[src/rtl/puf_serial_controller.sv]
// Sequencing controller for the serial ring-oscillator PUF path.
// Seeds and steps the external challenge LFSR, runs one start/done measurement
// per response bit and offers the assembled word to the host over valid/ready.
module puf_serial_controller #(
    parameter int CHAL_WIDTH     = 8,
    parameter int NUM_BITS       = 32,
    parameter int SETTLE_CYCLES  = 4,
    parameter int TIMEOUT_CYCLES = 1024
) (
    input  logic                  clock,
    input  logic                  reset_n,
    input  logic                  start,
    input  logic [CHAL_WIDTH-1:0] seed,
    output logic                  lfsr_load,
    output logic [CHAL_WIDTH-1:0] lfsr_seed,
    output logic                  lfsr_step,
    input  logic [CHAL_WIDTH-1:0] challenge,
    output logic [CHAL_WIDTH-1:0] puf_challenge,
    output logic                  puf_start,
    input  logic                  puf_done,
    input  logic                  puf_bit,
    output logic [NUM_BITS-1:0]   response,
    output logic                  response_valid,
    input  logic                  response_ready,
    output logic                  busy,
    output logic                  error
);

    localparam int IDX_W = (NUM_BITS > 1) ? $clog2(NUM_BITS) : 1;
    localparam int SET_W = (SETTLE_CYCLES > 1) ? $clog2(SETTLE_CYCLES) : 1;
    localparam int TO_W  = (TIMEOUT_CYCLES > 1) ? $clog2(TIMEOUT_CYCLES) : 1;

    localparam logic [IDX_W-1:0] LAST_IDX    = IDX_W'(NUM_BITS - 1);
    localparam logic [SET_W-1:0] SETTLE_LAST = SET_W'(SETTLE_CYCLES - 1);
    localparam logic [TO_W-1:0]  TIMEOUT_LAST = TO_W'(TIMEOUT_CYCLES - 1);

    typedef enum logic [2:0] {
        IDLE    = 3'd0,
        LOAD    = 3'd1,
        SETTLE  = 3'd2,
        MEASURE = 3'd3,
        WAIT    = 3'd4,
        STEP    = 3'd5,
        HOLD    = 3'd6
    } state_t;

    state_t                state_reg, state_next;
    logic [CHAL_WIDTH-1:0] seed_reg, seed_next;
    logic [CHAL_WIDTH-1:0] chal_reg, chal_next;
    logic [NUM_BITS-1:0]   resp_reg, resp_next;
    logic [IDX_W-1:0]      idx_reg, idx_next;
    logic [SET_W-1:0]      settle_cnt_reg, settle_cnt_next;
    logic [TO_W-1:0]       timeout_cnt_reg, timeout_cnt_next;
    logic                  error_reg, error_next;

    // Pulse and status outputs are flops loaded from the next state, so each
    // one is high exactly while the FSM sits in the matching state.
    logic lfsr_load_reg, lfsr_step_reg, puf_start_reg, valid_reg, busy_reg;

    // State, datapath and output registers.
    always_ff @(posedge clock or negedge reset_n) begin
        if (!reset_n) begin
            state_reg       <= IDLE;
            seed_reg        <= '0;
            chal_reg        <= '0;
            resp_reg        <= '0;
            idx_reg         <= '0;
            settle_cnt_reg  <= '0;
            timeout_cnt_reg <= '0;
            error_reg       <= 1'b0;
            lfsr_load_reg   <= 1'b0;
            lfsr_step_reg   <= 1'b0;
            puf_start_reg   <= 1'b0;
            valid_reg       <= 1'b0;
            busy_reg        <= 1'b0;
        end else begin
            state_reg       <= state_next;
            seed_reg        <= seed_next;
            chal_reg        <= chal_next;
            resp_reg        <= resp_next;
            idx_reg         <= idx_next;
            settle_cnt_reg  <= settle_cnt_next;
            timeout_cnt_reg <= timeout_cnt_next;
            error_reg       <= error_next;
            lfsr_load_reg   <= (state_next == LOAD);
            lfsr_step_reg   <= (state_next == STEP);
            puf_start_reg   <= (state_next == MEASURE);
            valid_reg       <= (state_next == HOLD);
            busy_reg        <= (state_next != IDLE);
        end
    end

    // Next-state and datapath update for the measurement sequence.
    always_comb begin
        state_next       = state_reg;
        seed_next        = seed_reg;
        chal_next        = chal_reg;
        resp_next        = resp_reg;
        idx_next         = idx_reg;
        settle_cnt_next  = settle_cnt_reg;
        timeout_cnt_next = timeout_cnt_reg;
        error_next       = error_reg;

        case (state_reg)
            IDLE: begin
                if (start) begin
                    seed_next  = seed;
                    resp_next  = '0;
                    idx_next   = '0;
                    error_next = 1'b0;
                    state_next = LOAD;
                end
            end
            LOAD: begin
                settle_cnt_next = '0;
                state_next      = SETTLE;
            end
            SETTLE: begin
                // The LFSR output has had time to propagate through the RO mux
                // by the last settle edge, so that is where it is captured.
                if (settle_cnt_reg == SETTLE_LAST) begin
                    chal_next  = challenge;
                    state_next = MEASURE;
                end else begin
                    settle_cnt_next = settle_cnt_reg + 1'b1;
                end
            end
            MEASURE: begin
                timeout_cnt_next = '0;
                state_next       = WAIT;
            end
            WAIT: begin
                // A done on the same edge as the timeout still counts.
                if (puf_done) begin
                    resp_next[idx_reg] = puf_bit;
                    if (idx_reg == LAST_IDX) begin
                        state_next = HOLD;
                    end else begin
                        idx_next   = idx_reg + 1'b1;
                        state_next = STEP;
                    end
                end else if (timeout_cnt_reg == TIMEOUT_LAST) begin
                    error_next = 1'b1;
                    state_next = IDLE;
                end else begin
                    timeout_cnt_next = timeout_cnt_reg + 1'b1;
                end
            end
            STEP: begin
                settle_cnt_next = '0;
                state_next      = SETTLE;
            end
            HOLD: begin
                if (response_ready) begin
                    state_next = IDLE;
                end
            end
            default: begin
                state_next = IDLE;
            end
        endcase
    end

    assign lfsr_load      = lfsr_load_reg;
    assign lfsr_seed      = seed_reg;
    assign lfsr_step      = lfsr_step_reg;
    assign puf_challenge  = chal_reg;
    assign puf_start      = puf_start_reg;
    assign response       = resp_reg;
    assign response_valid = valid_reg;
    assign busy           = busy_reg;
    assign error          = error_reg;

endmodule

[config.mk]
export PLATFORM = sky130hd
export DESIGN_NAME = puf_serial_controller
export DESIGN_NICKNAME = d
export VERILOG_FILES = /design/src/rtl/puf_serial_controller.sv
export SDC_FILE = /design/constraint.sdc
export NUM_CORES = 1
export LEC_CHECK = 0
export CAP_MARGIN = 25
export CORE_MARGIN = 1.5
export CORE_UTILIZATION = 49
export CTS_CLUSTER_DIAMETER = 100
export DETAILED_ROUTE_END_ITERATION = 8
export MAX_ROUTING_LAYER = met4
export PLACE_DENSITY = 0.87
export SLEW_MARGIN = 20
export SYNTH_ARGS = -nofsm -noshare
export SYNTH_HDL_FRONTEND = slang
export SYNTH_SLANG_ARGS = --single-unit
[constraint.sdc]
create_clock -name clock -period 5.2 [get_ports clock]
set_input_delay 1.56 -clock clock [delete_from_list [all_inputs] [get_ports clock]]
set_output_delay 1.56 -clock clock [all_outputs]
set_load 0.005 [all_outputs]
# Yosys cells after proc, flatten, opt, wreduce, memory -nomap -nowiden
# Index checks and enable logic that the tools add are counted.
dict set report word_totals {
  inputBits 22
  register_bits 74
  word_cells 78
  out_inout_bits 54
}
dict set report classes {
  n_mux 26
  add_sub_neg 3
  n_reduce_logical 14
  n_eq_ne 20
  n_lt_le_gt_ge 2
}
# operator count
set ops {}
lappend ops {{$mux W32} 2}
lappend ops {{$pmux W32 S2} 1}
lappend ops {{$bwmux W32} 1}
lappend ops {{$mux W10} 2}
lappend ops {{$pmux W10 S2} 1}
lappend ops {{$pmux W3 S6} 1}
lappend ops {{$eq A3 B3 Y1 const B} 5}
lappend ops {{$mux W3} 5}
lappend ops {{$mux W5} 3}
lappend ops {{$ne A2 B2 Y1 const B} 7}
lappend ops {{$add A10 B1 Y10 const B} 1}
lappend ops {{$eq A10 B10 Y1 const B} 1}
lappend ops {{$pmux W5 S2} 1}
lappend ops {{$eq A3 B2 Y1 const B} 3}
lappend ops {{$reduce_and A4 Y1} 2}
lappend ops {{$eq A3 B1 Y1 const B} 2}
lappend ops {{$lt A5 B6 Y1 const B} 1}
lappend ops {{$reduce_and A2 Y1} 3}
lappend ops {{$reduce_and A3 Y1} 2}
lappend ops {{$reduce_bool A2 Y1} 3}
lappend ops {{$add A5 B1 Y5 const B} 1}
lappend ops {{$demux W1 S5} 1}
lappend ops {{$eq A5 B5 Y1 const B} 1}
lappend ops {{$ge A5 B1 Y1 const B} 1}
lappend ops {{other kinds (10)} 14}

# Depth between registers and ports, before layout
# Gate-level depths: netlist of the first run.
dict set report logic_depth {
  word_depth 7
  ltp_mapped 7
  depth_no_buf 6
}

# Worst setup path after synthesis of the first run
# OpenSTA, ideal clock, no wires.
dict set report synth_timing {
  path_kind {input-to-reg}
  start {input puf_done}
  end {register timeout_cnt_reg[5]}
  stages 4
  path_buffers 0
  arrival_ps 2611
  setup_ps 78
  required_time_ps 5122
  path_slack_ps 2512
  path_cell_list {nor4b_4 > nand4_4 > or4_1 > a21oi_1}
}
dict set report synth_via {
  elab_chain_cells 2
}
# element line
set synth_rtl {}
lappend synth_rtl {{start: declaration} 20} ;# input logic puf_done,
lappend synth_rtl {{$ne A2 B2 Y1 (no line)} n/a}
lappend synth_rtl {{$reduce_and A3 Y1 (no line)} n/a}
lappend synth_rtl {{end signal: assignment} 83} ;# timeout_cnt_reg <= timeout_cnt_next;
lappend synth_rtl {{end: declaration} 53} ;# logic [TO_W-1:0] timeout_cnt_reg, timeout_cnt_next;
# No other way between the ends.
# A chain may end at the register's enable or synchronous reset.

# Worst setup path in the final report of the first run
dict set report layout_timing {
  start {input start}
  end {register busy_reg, in the netlist busy}
}
dict set report layout_via {
  elab_chain_cells 3
}
# element line
set layout_rtl {}
lappend layout_rtl {{start: declaration} 12} ;# input logic start,
lappend layout_rtl {{$mux W3} 106} ;# if (start) begin
lappend layout_rtl {{$pmux W3 S6} 104} ;# case (state_reg)
lappend layout_rtl {{via state_next[0]} 47} ;# state_t state_reg, state_next;
lappend layout_rtl {{$reduce_bool A3 Y1} 89} ;# busy_reg <= (state_next != IDLE);
lappend layout_rtl {{end signal: assignment} 89}
lappend layout_rtl {{end: declaration} 58} ;# logic lfsr_load_reg, lfsr_step_reg, puf_start_reg, valid_reg, busy_reg;
# The timed path passes the listed nets, and every way through them passes these cells.

==> impl_metrics.yaml, run 1 <==
routing:
  ant_nets: 0
  routed_wl_um: 8400
  drt-wirelength-per-cell_um: 16.2
  via_per_inst: 5.79
  vias: 3004
  drc: 0
  drtIter0Drc: 281
  dr.pass1.iters: 5
synthesis:
  synth_warnings: 0
  synth_ff_type: "dfrtp_1"
  synth_fp_nets: 378
  async_flop_share_pct: 100
  syn_avg_cell_area_um2: 9.91
  synth_area_um2: 3460
  post_synth_main_area_contributors: "dfrtp_1 54%, o21ai_0 8.8%, a21oi_1 5.4%, nand2_1 5.1%, mux2_2 2.9%"
  yosys.area.top_type_share_pct: 53.6
  synthCells: 349
  synth_edf_count: 0
  synth_area_leader_cell: "dfrtp_1"
  synth.distinct_cells: 48
  ys_seq_elements: 74
  synth_seq_area_share_pct: 53.6
floorplan:
  ios: 76
  rows: 30
  die_w_um: 87.0
  die_y_um: 87.0
  dieArea_um2: 7570
  start_util_pct: 50.9
  core_area_um2: 6790
critical_path:
  r2r_start: "state_reg[0]$_DFF_PN0_"
  cp.arrival_ps: 3420
  reg2reg_slack_ps: 2930
  critPathCaptureType: "register"
  cp_cell_sequence: "clkdlybuf4s50_1 > nor2b_1 > nand2_1 > inv_1 > or3_1 > or3_1"
  slowest_delay_ps: 430
  cp_slowest_cell: "or3_1"
  startpoint_type: "input pin"
  startpoint: "start"
  critPathKind: "input pin to register"
  crit_required_ps: 5440
  crit_path_frequent_cell: "or3_1"
  path_max_fanout: 14
global_routing:
  antenna_found_initial: 0
  grt-busiest-layer: "met2"
  grt.overflow.total: 0
  grt_pass1_vias: 2952
  grtUsageMet2_pct: 37.7
  grt_use_total_pct: 24.3
  grt_pass1_wl_um: 13700
  met1_usage_pct: 30.0
  grt_start_max_net_pins: 44
  met3_usage_pct: 5.21
cells_and_area:
  diodes: 0
  largest_reg_flops: 32
  fin_area_um2: 4510
  multi_input_area_um2: 1490
  nNetsFinal: 447
  layout-drive-gt1-share_pct: 9.69
  seqCellArea_um2: 1850
  fillers: 520
  area_growth_pct: 30.6
power:
  leakage_nw: 1.99
  p_int_mw: 1.30
  switching_share_pct: 33.1
  ir_drop_mv: 0.307
  pwr-share-comb_pct: 31.8
  power_density_nw_per_um2: 432
  seqPwrFrac_pct: 41.3
  p_switching_mw: 0.646
  clkPwrFrac_pct: 26.9
outcome:
  status: "completed"
timing:
  hold_viol_final: 0
  tightest_slew_ps: 724
  slew_headroom_pct: 51.7
  clock_skew_ps: 14.7
  rsz0062_at_grt: "false"
  period_share_pct: 61.1
  fmax_ghz: 0.315
  tns_ps: 0
  final-setup-viol-count: 0
  finalCriticalPeriod_ps: 3180
  drv_slew: 0
hold_path:
  hp-class: "register to register"
  worstHoldStart: "lfsr_seed[2]$_DFFE_PN0P_"
cts:
  cts_tree: "yes"
  cts.sinks: 74
  clkLatencyLatePin_ps: 360
  root_buffer: "clkbuf_8"
  path_clk_slew_ps: 80
  cts-htree-levels: 3
  ctsHoldBuffers: 0
  cts_made_buffers: 9
  post_cts_buffers: 0
  cts-resized-gates: 0
  clockBufferDepth: 2
placement:
  io_buffers: 75
  gp_congestion: 0.856
  post_dp_cell_area_um2: 4260
  hpwl_um: 5590
flow_run:
  cap_violations: 0
synthesized netlist by cell type (4+ instances only):
library cell / count
dfrtp_1: 74
o21ai_0: 61
nand2_1: 47
a21oi_1: 37
clkbuf_1: 13
mux2_2: 9
buf_2: 8
nor2_1: 8
ha_1: 7
o21ai_1: 7
inv_1: 6
and3_1: 5
nand3_1: 5
nor3b_1: 5
or3_1: 5
and3b_1: 4
nor3_1: 4
o31ai_1: 4
routing by layer:
| layer | share of wire (%) | wire [um] |
|---|---|---|
| met5 | 0 | 0 |
| met4 | 2.8 | 237 |
| met3 | 5.9 | 497 |
| met2 | 48 | 4050 |
| met1 | 43 | 3610 |
stage by stage:
stage	power (mW)	hold slack, ps	setup WS [ps]	utilization (%)	cells
floorplan	1.15	464	2510	-	349
global placement	1.39	470	1730	62.6	501
detailed placement	1.42	461	1660	62.7	502
CTS	1.95	488	2010	66.2	518
global route	2.05	512	1880	66.4	519
finish	1.95	492	2020	66.4	519
critical path, delay by kind of cell:
family | cells | cell delay [ps]
buf+inv | 2 | 670
simple gates | 4 | 1180
final timing paths:
path / to / depth (start not counted)
min in group asynchronous: response[20]$_DFFE_PN0P_ / 1
worst max-delay path: busy$_DFF_PN0_ / 6
worst min register to register: lfsr_seed[2]$_DFFE_PN0P_ / 2
max in group asynchronous: idx_reg[3]$_DFFE_PN0P_ / 3
worst min-delay path: lfsr_seed[2]$_DFFE_PN0P_ / 2
worst max register to register: busy$_DFF_PN0_ / 5
layout by cell type, fill, tap and decap left out, types with 2 or more instances in the layout:
cell             synthesis  final
buf_4                    0      3
nand2_1                 47     47
o21ai_1                  7      8
ha_1                     7      7
mux2_2                   9      9
buf_2                    8      2
nor2b_1                  3      3
and3b_1                  4      4
and3_1                   5      5
o21ai_0                 61     60
bufinv_16                0      2
nor2_1                   8      8
nor3b_1                  5      5
mux2i_1                  3      3
dfrtp_1                 74     74
inv_1                    6      6
clkbuf_8                 0     12
and2_1                   2      2
clkdlybuf4s50_1          0     74
nand2b_1                 2      2
nor3_1                   4      4
or3_1                    5      5
or4_1                    2      2
a21oi_1                 37     37
xnor2_1                  2      2
o31ai_1                  4      4
nand3_1                  5      5
a22o_1                   3      3
cells by family after synthesis:
logic type	after synthesis	synth area share [%]
buffers and inverters	28	3.55
xor gates and xnor gates	2	0.507
muxes	12	3.80
adders and majority gates	7	2.53
DFF	74	53.6
AOI/OAI and AO/OA	121	19.1
and+or+nand+nor	105	16.9
power by group through the flow:
stage | clock network, mW | registers (mW) | logic [mW]
after floorplan | 0 | 0.777 | 0.376
after global placement | 0 | 0.808 | 0.583
after global routing | 0.548 | 0.821 | 0.678
final | 0.524 | 0.804 | 0.621
after detailed placement | 0 | 0.811 | 0.609
after CTS | 0.530 | 0.802 | 0.620
layout make-up:
| cell class | count | area share, % |
|---|---|---|
| sequential | 74 | 41.0 |
| multi-input combinational | 247 | 33.0 |
| timing repair buffer | 80 | 17.6 |
| clock buffer | 12 | 3.66 |
| tap | 96 | 2.66 |
| clock inverter | 4 | 1.61 |
| inverter | 6 | 0.499 |
Note: power is estimated with default switching activity, not from simulation.
==> run 2, diff against run 1 <==
--- a/config.mk
+++ b/config.mk
@@ -7,11 +7,11 @@
 export LEC_CHECK = 0
 export CAP_MARGIN = 25
 export CORE_MARGIN = 1.5
-export CORE_UTILIZATION = 49
+export CORE_UTILIZATION = 46
 export CTS_CLUSTER_DIAMETER = 100
 export DETAILED_ROUTE_END_ITERATION = 8
 export MAX_ROUTING_LAYER = met4
-export PLACE_DENSITY = 0.87
+export PLACE_DENSITY = 0.86
 export SLEW_MARGIN = 20
 export SYNTH_ARGS = -nofsm -noshare
 export SYNTH_HDL_FRONTEND = slang
==> constraint.sdc (replaced) <==
create_clock -name clock -period 2.9 [get_ports clock]
set_input_delay 0.87 -clock clock [delete_from_list [all_inputs] [get_ports clock]]
set_output_delay 0.87 -clock clock [all_outputs]
set_load 0.005 [all_outputs]
==> run 2 against run 1 <==
  * Setup slack worse by 1500 ps
  * Critical path depth fell by 1
  * Via count up 0.93%
==> impl_metrics.yaml, run 2 (same netlist as run 1, synthesis figures left out) <==
outcome:
  status: "completed"
global_routing:
  grt_pass1_wl_um: 13200
  grt_start_max_net_pins: 54
  grt_use_total_pct: 22.3
  antenna_found_initial: 0
  grt.overflow.total: 0
  grt_pass1_vias: 2863
critical_path:
  crit_buf_inv: 1
  critPathTopFamily: "simple AND/OR/NAND/NOR gates"
  crit_required_ps: 3180
  r2r_start: "idx_reg[0]$_DFFE_PN0P_"
  cp_slowest_cell: "clkdlybuf4s50_1"
  slowest_delay_ps: 530
  critPathCaptureType: "register"
  path_max_fanout: 6
  cp.arrival_ps: 2650
  reg2reg_slack_ps: 640
  reg2regPathDepth: 6
  timing.rr.end: "busy$_DFF_PN0_"
  critPathKind: "input pin to register"
  cp_cell_sequence: "clkdlybuf4s50_1 > nor4b_4 > nand2_1 > or4_1 > a21oi_1"
  startpoint_type: "input pin"
cells_and_area:
  layout_common_cells: "74 x dfrtp_1, 74 x clkdlybuf4s50_1, 60 x o21ai_0"
  diodes: 0
  layout-drive-gt1-share_pct: 9.67
  area_growth_pct: 29.8
  largest_reg_flops: 32
  nNetsFinal: 448
  fin_area_um2: 4490
floorplan:
  die_y_um: 89.7
  start_util_pct: 47.7
  core_area_um2: 7250
  rows: 31
  die_w_um: 89.7
  ios: 76
  dieArea_um2: 8040
timing:
  finalCriticalPeriod_ps: 2370
  fmax_ghz: 0.421
  final-setup-viol-count: 0
  fin_ws_ps: 526
  clock_skew_ps: 9.59
  holdWs_ps: 482
  hold_viol_final: 0
  tightest_slew_ps: 718
  slew_headroom_pct: 52.1
  period_share_pct: 81.9
  rsz0062_at_grt: "false"
  tns_ps: 0
  drv_slew: 0
cts:
  cts-htree-levels: 3
  clkLatencyLatePin_ps: 350
  cts_made_buffers: 9
  post_cts_buffers: 0
  clockBufferDepth: 2
  cts_tree: "yes"
  ctsHoldBuffers: 0
  cts.sinks: 74
  path_clk_slew_ps: 80
  root_buffer: "clkbuf_8"
  cts-resized-gates: 0
routing:
  routed_wl_um: 8400
  ant_nets: 0
  dr.pass1.iters: 5
  drtIter0Drc: 279
  drc: 0
  vias: 3032
  via_per_inst: 5.80
  drt-wirelength-per-cell_um: 16.1
power:
  power_mw: 3.35
  power_density_nw_per_um2: 747
  ir_drop_mv: 0.499
  leakage_nw: 1.97
flow_run:
  cap_violations: 0
placement:
  hpwl_um: 5650
  post_dp_cell_area_um2: 4290
  gp_congestion: 0.859
  io_buffers: 75
  dp_slack_ps: 174
hold_path:
  hp-class: "input pin to async pin"
## run 2: cell types whose count changed in the layout (fill, tap and decap cells not counted), sizes merged
| cell | change |
|---|---|
| buf | +1 |
| bufinv | -1 |
| clkbuf | -2 |
| clkinv | +2 |
| clkinvlp | +1 |
## run 2: worst max path at each step
| stage | from | end | slack (ps) | cells after the start |
|---|---|---|---|---|
| after floorplan | puf_done | timeout_cnt_reg[5]$_DFFE_PN0P_ | 900 | 4 |
| after global placement | puf_done | timeout_cnt_reg[5]$_DFFE_PN0P_ | 260 | 5 |
| after detailed placement | puf_done | timeout_cnt_reg[6]$_DFFE_PN0P_ | 170 | 5 |
| after CTS | puf_done | timeout_cnt_reg[6]$_DFFE_PN0P_ | 530 | 5 |
| after global routing | puf_done | timeout_cnt_reg[6]$_DFFE_PN0P_ | 420 | 5 |
| final | puf_done | timeout_cnt_reg[6]$_DFFE_PN0P_ | 530 | 5 |
## run 2: layer usage
metal	vias up	track usage [%]	wire length (um)
met5	-	-	0
met4	0	11.7	184
met3	25	3.75	468
met2	144	35.8	4220
met1	1475	27.2	3530
li1	1388	-	-
## run 2: power by group
part / total, mW / internal, mW / switching, mW
Combinational: 1.11 / 0.561 / 0.547
Clock: 0.804 / 0.399 / 0.405
Sequential: 1.44 / 1.23 / 0.208
## run 2: cell type report
| type | count | area (um^2) |
|---|---|---|
| Clock buffer | 10 | 128 |
| Clock inverter | 6 | 67.6 |
| Fill cell | 598 | 2770 |
| Inverter | 6 | 22.5 |
| Multi-Input combinational cell | 247 | 1490 |
| Sequential cell | 74 | 1850 |
| Tap cell | 99 | 124 |
| Timing Repair Buffer | 81 | 803 |
## run 2: stage by stage
stage,util (%),instances
6_report,61.8,523
5_1_grt,61.8,523
4_1_cts,61.8,523
3_5_place_dp,59.2,507
3_3_place_gp,59.2,507
2_1_floorplan,-,349
